File: src/rtl/cpu_trace_buffer_pkg.sv
// Shared encodings and record layout for the CPU trace buffer.
package cpu_trace_buffer_pkg;

  typedef enum logic [1:0] {
    CPU_FETCH   = 2'd0,
    CPU_DECODE  = 2'd1,
    CPU_EXECUTE = 2'd2,
    CPU_MEMORY  = 2'd3
  } cpu_state_e;

  typedef enum logic [1:0] {
    TR_IDLE    = 2'd0,
    TR_ARMED   = 2'd1,
    TR_CAPTURE = 2'd2,
    TR_DONE    = 2'd3
  } trace_state_e;

  localparam int PC_W    = 16;
  localparam int INSTR_W = 32;
  localparam int ALU_W   = 32;
  localparam int REC_W   = PC_W + INSTR_W + ALU_W + 1;

  typedef struct packed {
    logic [PC_W-1:0]    pc;
    logic [INSTR_W-1:0] instruction;
    logic [ALU_W-1:0]   alu_result;
    logic               change_pc;
  } trace_rec_t;

endpackage

File: src/rtl/cpu_trace_buffer_fifo.sv
// Show-ahead synchronous FIFO with flush and drop-oldest support.
module trace_fifo #(
  parameter int DATA_W = 97,
  parameter int DEPTH  = 16
) (
  input  logic                     clk,
  input  logic                     reset_n,
  input  logic                     flush,
  input  logic                     push,
  input  logic                     pop,
  input  logic                     drop,
  input  logic [DATA_W-1:0]        din,
  output logic [DATA_W-1:0]        dout,
  output logic                     valid,
  output logic [$clog2(DEPTH):0]   level
);

  localparam int AW = $clog2(DEPTH);

  logic [DATA_W-1:0] mem [DEPTH];
  logic [AW-1:0]     rd_ptr;
  logic [AW-1:0]     wr_ptr;
  logic [AW:0]       count;
  logic              do_pop;

  // drop advances the head so a push into a full FIFO replaces the oldest entry
  assign do_pop = pop | drop;
  assign valid  = (count != '0);
  assign level  = count;
  assign dout   = valid ? mem[rd_ptr] : '0;

  always_ff @(posedge clk or negedge reset_n) begin
    if (!reset_n) begin
      rd_ptr <= '0;
      wr_ptr <= '0;
      count  <= '0;
    end else if (flush) begin
      rd_ptr <= '0;
      wr_ptr <= '0;
      count  <= '0;
    end else begin
      if (push)   wr_ptr <= wr_ptr + AW'(1);
      if (do_pop) rd_ptr <= rd_ptr + AW'(1);
      if (push && !do_pop)      count <= count + (AW+1)'(1);
      else if (!push && do_pop) count <= count - (AW+1)'(1);
    end
  end

  always_ff @(posedge clk) begin
    if (push && !flush) mem[wr_ptr] <= din;
  end

endmodule

File: src/rtl/cpu_trace_buffer.sv
// Trace capture for the multi-cycle core: event detect, trigger FSM, counters and record FIFO.
module cpu_trace_buffer
  import cpu_trace_buffer_pkg::*;
#(
  parameter int DEPTH       = 16,
  parameter int MAX_CAPTURE = 0,
  parameter int SEQ_W       = 16
) (
  input  logic                   clk,
  input  logic                   reset_n,
  input  logic [1:0]             cpu_state,
  input  logic [15:0]            cpu_pc,
  input  logic [31:0]            cpu_instruction,
  input  logic [31:0]            cpu_alu_result,
  input  logic                   cpu_change_pc,
  input  logic                   arm,
  input  logic                   trig_en,
  input  logic [15:0]            trig_pc,
  input  logic                   stop_when_full,
  input  logic                   rd_ready,
  output logic                   rd_valid,
  output logic [15:0]            rd_pc,
  output logic [31:0]            rd_instruction,
  output logic [31:0]            rd_alu_result,
  output logic                   rd_change_pc,
  output logic [SEQ_W-1:0]       rd_seq,
  output logic [$clog2(DEPTH):0] level,
  output logic [15:0]            overflow_count,
  output logic [1:0]             trace_state,
  output logic                   done
);

  localparam int LVL_W = $clog2(DEPTH) + 1;

  trace_state_e state_q, state_d;
  logic [1:0]   prev_state;
  logic [SEQ_W-1:0] seq_q;
  logic [31:0]  cap_cnt;
  logic         retire, record, full, pop, push, drop, loss, cap_hit;
  trace_rec_t   rec_in, head_rec;
  logic [REC_W+SEQ_W-1:0] fifo_dout;

  assign retire  = (cpu_state == CPU_EXECUTE) && (prev_state != CPU_EXECUTE);
  assign record  = !arm && retire &&
                   ((state_q == TR_CAPTURE) || ((state_q == TR_ARMED) && (cpu_pc == trig_pc)));
  assign full    = (level == LVL_W'(DEPTH));
  assign pop     = rd_valid && rd_ready;
  assign loss    = record && full && !pop;
  assign push    = record && !(loss && stop_when_full);
  assign drop    = loss && !stop_when_full;
  assign cap_hit = (MAX_CAPTURE != 0) && (cap_cnt + 32'd1 == 32'(MAX_CAPTURE));

  assign rec_in = '{pc: cpu_pc, instruction: cpu_instruction,
                    alu_result: cpu_alu_result, change_pc: cpu_change_pc};

  trace_fifo #(.DATA_W(REC_W + SEQ_W), .DEPTH(DEPTH)) u_fifo (
    .clk     (clk),
    .reset_n (reset_n),
    .flush   (arm),
    .push    (push),
    .pop     (pop),
    .drop    (drop),
    .din     ({rec_in, seq_q}),
    .dout    (fifo_dout),
    .valid   (rd_valid),
    .level   (level)
  );

  assign {head_rec, rd_seq} = fifo_dout;
  assign rd_pc          = head_rec.pc;
  assign rd_instruction = head_rec.instruction;
  assign rd_alu_result  = head_rec.alu_result;
  assign rd_change_pc   = head_rec.change_pc;
  assign trace_state    = state_q;
  assign done           = (state_q == TR_DONE);

  always_ff @(posedge clk or negedge reset_n) begin
    if (!reset_n) state_q <= TR_IDLE;
    else          state_q <= state_d;
  end

  always_comb begin
    state_d = state_q;
    if (arm)                      state_d = trig_en ? TR_ARMED : TR_CAPTURE;
    else if (record && cap_hit)   state_d = TR_DONE;
    else if (record)              state_d = TR_CAPTURE;
  end

  // seq advances for every accepted record, even ones lost to a full FIFO
  always_ff @(posedge clk or negedge reset_n) begin
    if (!reset_n) begin
      prev_state     <= 2'd0;
      seq_q          <= '0;
      cap_cnt        <= '0;
      overflow_count <= '0;
    end else begin
      prev_state <= cpu_state;
      if (arm) begin
        seq_q          <= '0;
        cap_cnt        <= '0;
        overflow_count <= '0;
      end else if (record) begin
        seq_q   <= seq_q + SEQ_W'(1);
        cap_cnt <= cap_cnt + 32'd1;
        if (loss && overflow_count != 16'hFFFF) overflow_count <= overflow_count + 16'd1;
      end
    end
  end

endmodule

File: config.mk
export PLATFORM = sky130hd
export DESIGN_NAME = cpu_trace_buffer
export DESIGN_NICKNAME = d
export VERILOG_FILES = /design/src/rtl/cpu_trace_buffer_pkg.sv /design/src/rtl/cpu_trace_buffer_fifo.sv /design/src/rtl/cpu_trace_buffer.sv
export SDC_FILE = /design/constraint.sdc
export NUM_CORES = 1
export LEC_CHECK = 0
export BUFFER_PORTS_ARGS = -buffer_cell sky130_fd_sc_hd__buf_2
export CAP_MARGIN = 20
export CORE_MARGIN = 10
export CORE_UTILIZATION = 40
export DETAILED_ROUTE_END_ITERATION = 7
export GPL_TIMING_DRIVEN = 1
export MAX_ROUTING_LAYER = met4
export PLACE_DENSITY_LB_ADDON = 0.08
export SYNTH_ARGS = -nofsm -noshare
export SYNTH_HDL_FRONTEND = slang
export SYNTH_SLANG_ARGS = --single-unit
File: constraint.sdc
create_clock -name clk -period 13.52 [get_ports clk]
set_input_delay 2.704 -clock clk [delete_from_list [all_inputs] [get_ports clk]]
set_output_delay 2.704 -clock clk [all_outputs]
set_load 0.005 [all_outputs]
==> key figures, run 1 <==
Route
  – Vias: roughly 28,000
  – Routed WL: ~150,000 µm
  – Starting DRT DRC Count: roughly 2,500
  – Antenna viol nets, final: 0
  – Detailed Routing Iterations Pass 1: 6
  – # DRC: 0
  – Avg Vias per Cell: 5.575
  – Routed len/inst: about 30 µm

Clock tree
  – CTS tree: done
  – PostCTS Resize Cnt: 0
  – Post CTS Setup Buffer Count: 0
  – Post-cts hold buffer count: 0
  – Htree depth: 4
  – CTS clk-pin slew, worst paths: around 60 ps
  – Num CTS Buffers: roughly 170
  – Largest buffer count on any clock path: 3
  – Sink Count: approximately 1,600
  – Clk Tree Root Cell: clkbuf_16
  – Worst-Skew Late Latency: a little over 800 ps

Finish
  – Layout Cells excl Fill: just over 5,000
  – Fin util: 0.4619
  – P&R area growth vs syn: 14.91%
  – Final net count: 3,032
  – Layout cell share with drive strength beyond 1: 0.3393

Synthesis
  – Share of the synthesized area in the top cell type: 0.7535
  – Synth area leaders: edfxtp_1 75%, mux4_2 18%, dfrtp_1 2.0%
  – Sequential-to-total area share from yosys stat: 0.7733
  – Count leader, synth: edfxtp_1
  – Avg Cell Area, Syn: roughly 24 µm²
  – Post-synth EDFFs: 1,552
  – Area leader, netlist: edfxtp_1
  – Cell count after synthesis: between 2,000 and 3,000
  – Top_reg_cell synth: edfxtp_1
  – Total number of yosys warnings: 0
  – Top cells by count, synth: 1,552 x edfxtp_1, 485 x mux4_2, 108 x clkbuf_1
  – Post-synthesis net count: between 2,000 and 3,000
  – Synth unique cells: 48
  – Register bit total from synthesis: 1,601
  – Fraction of registers with async set/reset: 0.03061
  – Cell Area, Synth: 0.06185 mm²

Worst setup path
  – Crit Path Class: flop to primary output
  – CP peak stage delay: approximately 1100 ps
  – CP endpoint kind: primary output
  – CP required: ~11,000 ps
  – Slowest cell on crit path: dfrtp_4
  – Setup crit start kind: flop
  – Critical Path, Cell by Cell: buf_4 -> buf_12 -> mux4_2 -> mux4_2 -> and2_1 -> buf_2
  – Arrival time at the worst endpoint: 4990 ps
  – CP max FO: between 100 and 150
  – Crit-path most repeated cell: mux4_2

STA
  – Measured slew at the worst slew-check pin: approximately 1100 ps
  – Final min period: between 7000 and 8000 ps
  – Relative max-transition margin: 0.2361
  – Final setup skew: approximately 43 ps
  – Final setup viols: 0
  – Final Hold Viols: 0
  – Final Max Slew Viols: 0
  – RSZ-0062 raised after global routing: no
  – Max Clock Freq: 0.1299 GHz
  – Final period util: 0.5693

Global route
  – Global route overflow: 0
  – Grt met1 use: 0.2475
  – Global-route wire length before repair: between 200,000 and 250,000 µm
  – Gr usage total: 0.1818
  – Most used routing layer: met2
  – Met2 Track Usage GR: 0.2910
  – Met3 GRT Util: 0.02894
  – Vias in the first global route: a little over 30,000
  – Largest net degree at the start of global routing: 141
  – Initial antenna violation count: 14

Pwr
  – Peak VDD IR: ~0.11 mV
  – Pwr/cell area: roughly 170 mW/mm²
  – LEAKAGE: ~0.022 µW

Job
  – Max-Cap Viols: 0

Floorplanning
  – Die height: 413.2 µm
  – Core ar.: 0.1539 mm²
  – Std-Cell Rows: 144
  – Die Area: 0.1708 mm²
  – IO Pins: ~230
  – Starting Density: 0.4020
  – Die X-Extent: about 410 µm

Placed design
  – Post-Place Cells: ~4,800
  – PortBufs: ~230
  – RePlAce Congestion: 0.7251
  – Dpl hpwl: approximately 78,000 µm

Worst hold path
  – Hold WC Path Type: flop to flop

Run status
  – Status: completed
registers in the layout, summed over array words and instances, names as in the netlist:
register / flops
u_fifo.mem: 1552
overflow_count: 16
seq_q: 16
u_fifo.level: 5
u_fifo.rd_ptr: 4
u_fifo.wr_ptr: 4
prev_state: 2
trace_state: 2
routing by layer:
| metal | routed length [µm] | share of wire |
|---|---|---|
| met1 | 67150 | 0.45 |
| met3 | 6332 | 0.042 |
| met2 | 74620 | 0.50 |
| met5 | 0 | 0 |
| met4 | 2488 | 0.017 |
final timing paths:
kind                                    from           endpoint  slack [ps]  cells after the start
max reg2reg                   trace_state[0]  u_fifo.mem[7][51]        9290                      8
min in group asynchronous            reset_n    u_fifo.level[0]        2020                      2
min reg2reg                overflow_count[0]  overflow_count[0]         540                      1
max in group asynchronous            reset_n   u_fifo.rd_ptr[0]       10960                      2
max                         u_fifo.rd_ptr[1]  rd_alu_result[23]        5820                      6
min                        overflow_count[0]  overflow_count[0]         540                      1
cells in the final DEF, fill, tap and decap left out, types with 6 or more instances in the layout:
| master | n |
|---|---|
| edfxtp_1 | 1552 |
| mux4_2 | 485 |
| buf_2 | 226 |
| clkbuf_16 | 172 |
| and2_1 | 102 |
| dfrtp_1 | 45 |
| clkbuf_1 | 42 |
| buf_4 | 39 |
| clkinv_1 | 38 |
| clkinv_2 | 26 |
| nand3_1 | 22 |
| a21oi_1 | 20 |
| nor2_1 | 18 |
| nand2_1 | 17 |
| xor2_1 | 14 |
| inv_1 | 13 |
| o31ai_1 | 12 |
| o311ai_0 | 11 |
| or4_1 | 11 |
| ha_1 | 11 |
| bufinv_16 | 11 |
| nor2b_1 | 10 |
| nand4_1 | 9 |
| o21ai_0 | 9 |
| mux2_2 | 9 |
| o41ai_1 | 9 |
| or2_2 | 8 |
| buf_16 | 7 |
| xnor2_1 | 6 |
| buf_12 | 6 |
cell families (layout without fill, tap and decap cells):
family / Yosys count / count (layout) / share of synthesized area
muxes: 498 / 498 / 0.1789
xor gates and xnor gates: 20 / 20 / 0.002832
other: 0 / 2 / 0
adders and majority gates: 12 / 12 / 0.002549
buffers and inverters: 156 / 603 / 0.01014
DFF: 1601 / 1601 / 0.7733
AOI/OAI and AO/OA: 72 / 72 / 0.008031
and+or+nand+nor: 247 / 247 / 0.02422
through the flow:
step                power (µW)  hold slack (ps)  TNS (ps)  setup WS (ps)  instance area [µm²]
CTS                      12220            537.9         0           5580                70900
floorplan                 6853            511.9   -549390          -1299                61850
global route             12520            589.5         0           5400                71070
detailed placement        7691            528.4         0           5815                65490
finish                   12010            539.2         0           5823                71070
global placement          7677            514.4         0           5896                65440
where the power goes:
| group | leakage (µW) | total (µW) | switching (µW) | internal (µW) |
|---|---|---|---|---|
| sequential | 0.0146 | 5520 | 68.2 | 5450 |
| clock | 0.00263 | 4510 | 1930 | 2570 |
| combinational | 0.00466 | 1980 | 1020 | 961 |
| total | 0.0219 | 12000 | 3020 | 8980 |
cell type report:
class	instances	area, µm²
multi-input combinational	849	13460
antenna	2	5.005
tap	2044	2557
fill	12750	82800
timing repair buffer	278	1737
inverter	13	48.80
clock buffer	215	4476
clock inverter	97	938.4
sequential	1601	47850
worst max-delay path: cells and delay by family, from the launching register on:
kind	cells	cell delay (ps)
flops	1	1130
mux	2	960
simple gates	1	200
buf+inv	3	1530
Note: power is estimated with default switching activity, not from simulation.
==> run 2, diff against run 1 <==
Settings changed: ABC_AREA set to 1.
Clock period 13.52 ns to 7.65 ns, I/O delays scaled along.
==> key figures, run 2 <==
Run status
  – Status: completed

Clock tree
  – CTS tree: done
  – Sink Count: 1,601
  – Clk Tree Root Cell: clkbuf_16
  – Htree depth: 4
  – Num CTS Buffers: 172
  – Post CTS Setup Buffer Count: 0
  – Largest buffer count on any clock path: 3
  – Worst-Skew Late Latency: 800 ps
  – Post-cts hold buffer count: 0
  – CTS clk-pin slew, worst paths: ~60 ps
  – PostCTS Resize Cnt: 0

Synthesis
  – Sequential-to-total area share from yosys stat: 0.7578
  – Total number of yosys warnings: 0
  – Fraction of registers with async set/reset: 0.03061
  – Top cells by count, synth: 1,552 x edfxtp_1, 834 x nor2_1, 779 x o21ai_0
  – Area leader, netlist: edfxtp_1
  – Synth unique cells: 40
  – Top_reg_cell synth: edfxtp_1
  – Synth area leaders: edfxtp_1 74%, o21ai_0 6.2%, nor2_1 5.0%
  – Cell count after synthesis: about 4,600
  – Post-synthesis net count: between 4,000 and 5,000
  – Share of the synthesized area in the top cell type: 0.7384
  – Avg Cell Area, Syn: between 10 and 15 µm²
  – Count leader, synth: edfxtp_1
  – Cell Area, Synth: 0.06311 mm²
  – Post-synth EDFFs: between 1,500 and 2,000
  – Register bit total from synthesis: 1,601

Worst setup path
  – Reg2reg start: trace_state[1]
  – CP endpoint kind: primary output
  – Critical Path, Cell by Cell: buf_12 -> o21ai_0 -> o221ai_1 -> o211ai_1 -> a21oi_1 -> buf_2
  – Worst R2R Setup Slack: a little under 4000 ps
  – R2r endpoint: u_fifo.mem[6][79]
  – Setup crit start kind: flop
  – Worst setup path startpoint: u_fifo.rd_ptr[0]
  – CP required: 6120 ps
  – R2R depth: 10
  – Arrival time at the worst endpoint: 4310 ps
  – Slowest cell on crit path: dfrtp_4
  – CP max FO: approximately 250
  – CP peak stage delay: between 900 and 1000 ps
  – Crit Path Class: flop to primary output

Finish
  – Fin util: 0.4577
  – Final net count: about 4,800
  – Largest register by flop count: u_fifo.mem
  – Most frequent cells in the layout: 1,552 x edfxtp_1, 818 x nor2_1, 779 x o21ai_0, 269 x o221ai_1, 226 x buf_2
  – Max reg flops: around 1,600
  – P&R area growth vs syn: 13.53%
  – Top Registers: u_fifo.mem (1552), overflow_count (16), seq_q (16)
  – Commonest non-fill, non-tap cell in the layout: edfxtp_1
  – Layout cell share with drive strength beyond 1: 0.1168
  – Final-layout fill cell count: approximately 14,000

Pwr
  – Pwr/cell area: 314.4 mW/mm²
  – PnR Total Power: between 20,000 and 25,000 µW
  – Peak VDD IR: between 0.3 and 0.4 mV
  – LEAKAGE: around 0.023 µW

Global route
  – Largest net degree at the start of global routing: between 200 and 300
  – Vias in the first global route: roughly 39,000
  – Initial antenna violation count: 23
  – Gr usage total: 0.2072
  – Global-route wire length before repair: ~270,000 µm
  – Global route overflow: 0

STA
  – Setup TNS: 0 ps
  – Final period util: 0.7636
  – RSZ-0062 raised after global routing: no
  – Final setup viols: 0
  – Final Hold Viols: 0
  – Final Max Slew Viols: 0
  – Final min period: roughly 5800 ps
  – Relative max-transition margin: 0.1692
  – Measured slew at the worst slew-check pin: 1246 ps
  – Min Hold Slack: 570.4 ps
  – Final setup skew: approximately 21 ps
  – Max Clock Freq: ~0.17 GHz

Route
  – Starting DRT DRC Count: 3,490
  – Detailed Routing Iterations Pass 1: 6
  – Routed len/inst: approximately 26 µm
  – Vias: ~39,000
  – Antenna viol nets, final: 0
  – Avg Vias per Cell: between 5 and 6
  – Routed WL: ~180,000 µm
  – # DRC: 0

Floorplanning
  – Die height: 417.2 µm
  – Std-Cell Rows: between 100 and 150
  – Starting Density: 0.4031
  – Die X-Extent: roughly 420 µm
  – Core ar.: ~0.16 mm²
  – IO Pins: approximately 230
  – Die Area: 0.1741 mm²

Worst hold path
  – Hold depth: 2
  – Min-Delay Startpoint: overflow_count[8]
  – Worst hold endpoint: overflow_count[8]
  – Hold WC Path Type: flop to flop

Job
  – Max-Cap Viols: 0

Placed design
  – Dpl hpwl: approximately 84,000 µm
  – RePlAce Congestion: 0.7708
  – PortBufs: between 200 and 250
==> run 2: cells by family after synthesis <==
group	share of synthesized area
AOI/OAI and AO/OA	0.1378
xor gates and xnor gates	0.003053
adders and majority gates	0.002498
buffers and inverters	0.02934
DFF	0.7578
and+or+nand+nor	0.06950
==> run 2: worst max path at each step <==
stage	end	slack [ps]	cells past startpoint
after floorplan	u_fifo.mem[11][0]	560	12
after global placement	u_fifo.mem[6][70]	2250	14
after detailed placement	u_fifo.mem[8][38]	2280	14
after CTS	rd_instruction[10]	1640	7
after global routing	rd_instruction[10]	1470	7
final	rd_seq[4]	1810	6
==> run 2: through the flow <==
stage | cell area [µm²] | std cells | setup slack, ps
6_report | 71650 | 6899 | 1808
5_1_grt | 71650 | 6896 | 1474
4_1_cts | 71590 | 6893 | 1635
3_5_place_dp | 66250 | 6584 | 2282
3_3_place_gp | 66250 | 6584 | 2252
2_1_floorplan | 63110 | 4573 | 559.5
==> run 2: critical path, delay by kind of cell (launching register included) <==
family	cells	cell delay, ps
AOI/OAI and AO/OA	4	1320
buffers and inverters	2	880
DFF	1	940
==> run 2: power by group <==
part / switching [µW] / internal, µW
clock: 3340 / 4600
sequential: 96.1 / 9620
combinational: 3470 / 1390
==> run 2: cell type report <==
cell class	count	area (µm²)	share of cell area
tap	2058	2575	0.03594
timing repair buffer	293	2024	0.02825
inverter	72	304.0	0.004243
sequential	1601	47850	0.6677
clock inverter	88	650.6	0.009080
antenna	4	10.01	0.0001397
clock buffer	221	4687	0.06541
multi-input combinational	2562	13560	0.1892
==> run 2: routing by layer <==
| layer | routed length [µm] | GRT usage |
|---|---|---|
| met4 | 3901 | 0.05094 |
| met1 | 81550 | 0.2842 |
| met5 | 0 | - |
| met2 | 84690 | 0.3238 |
| met3 | 9234 | 0.03228 |
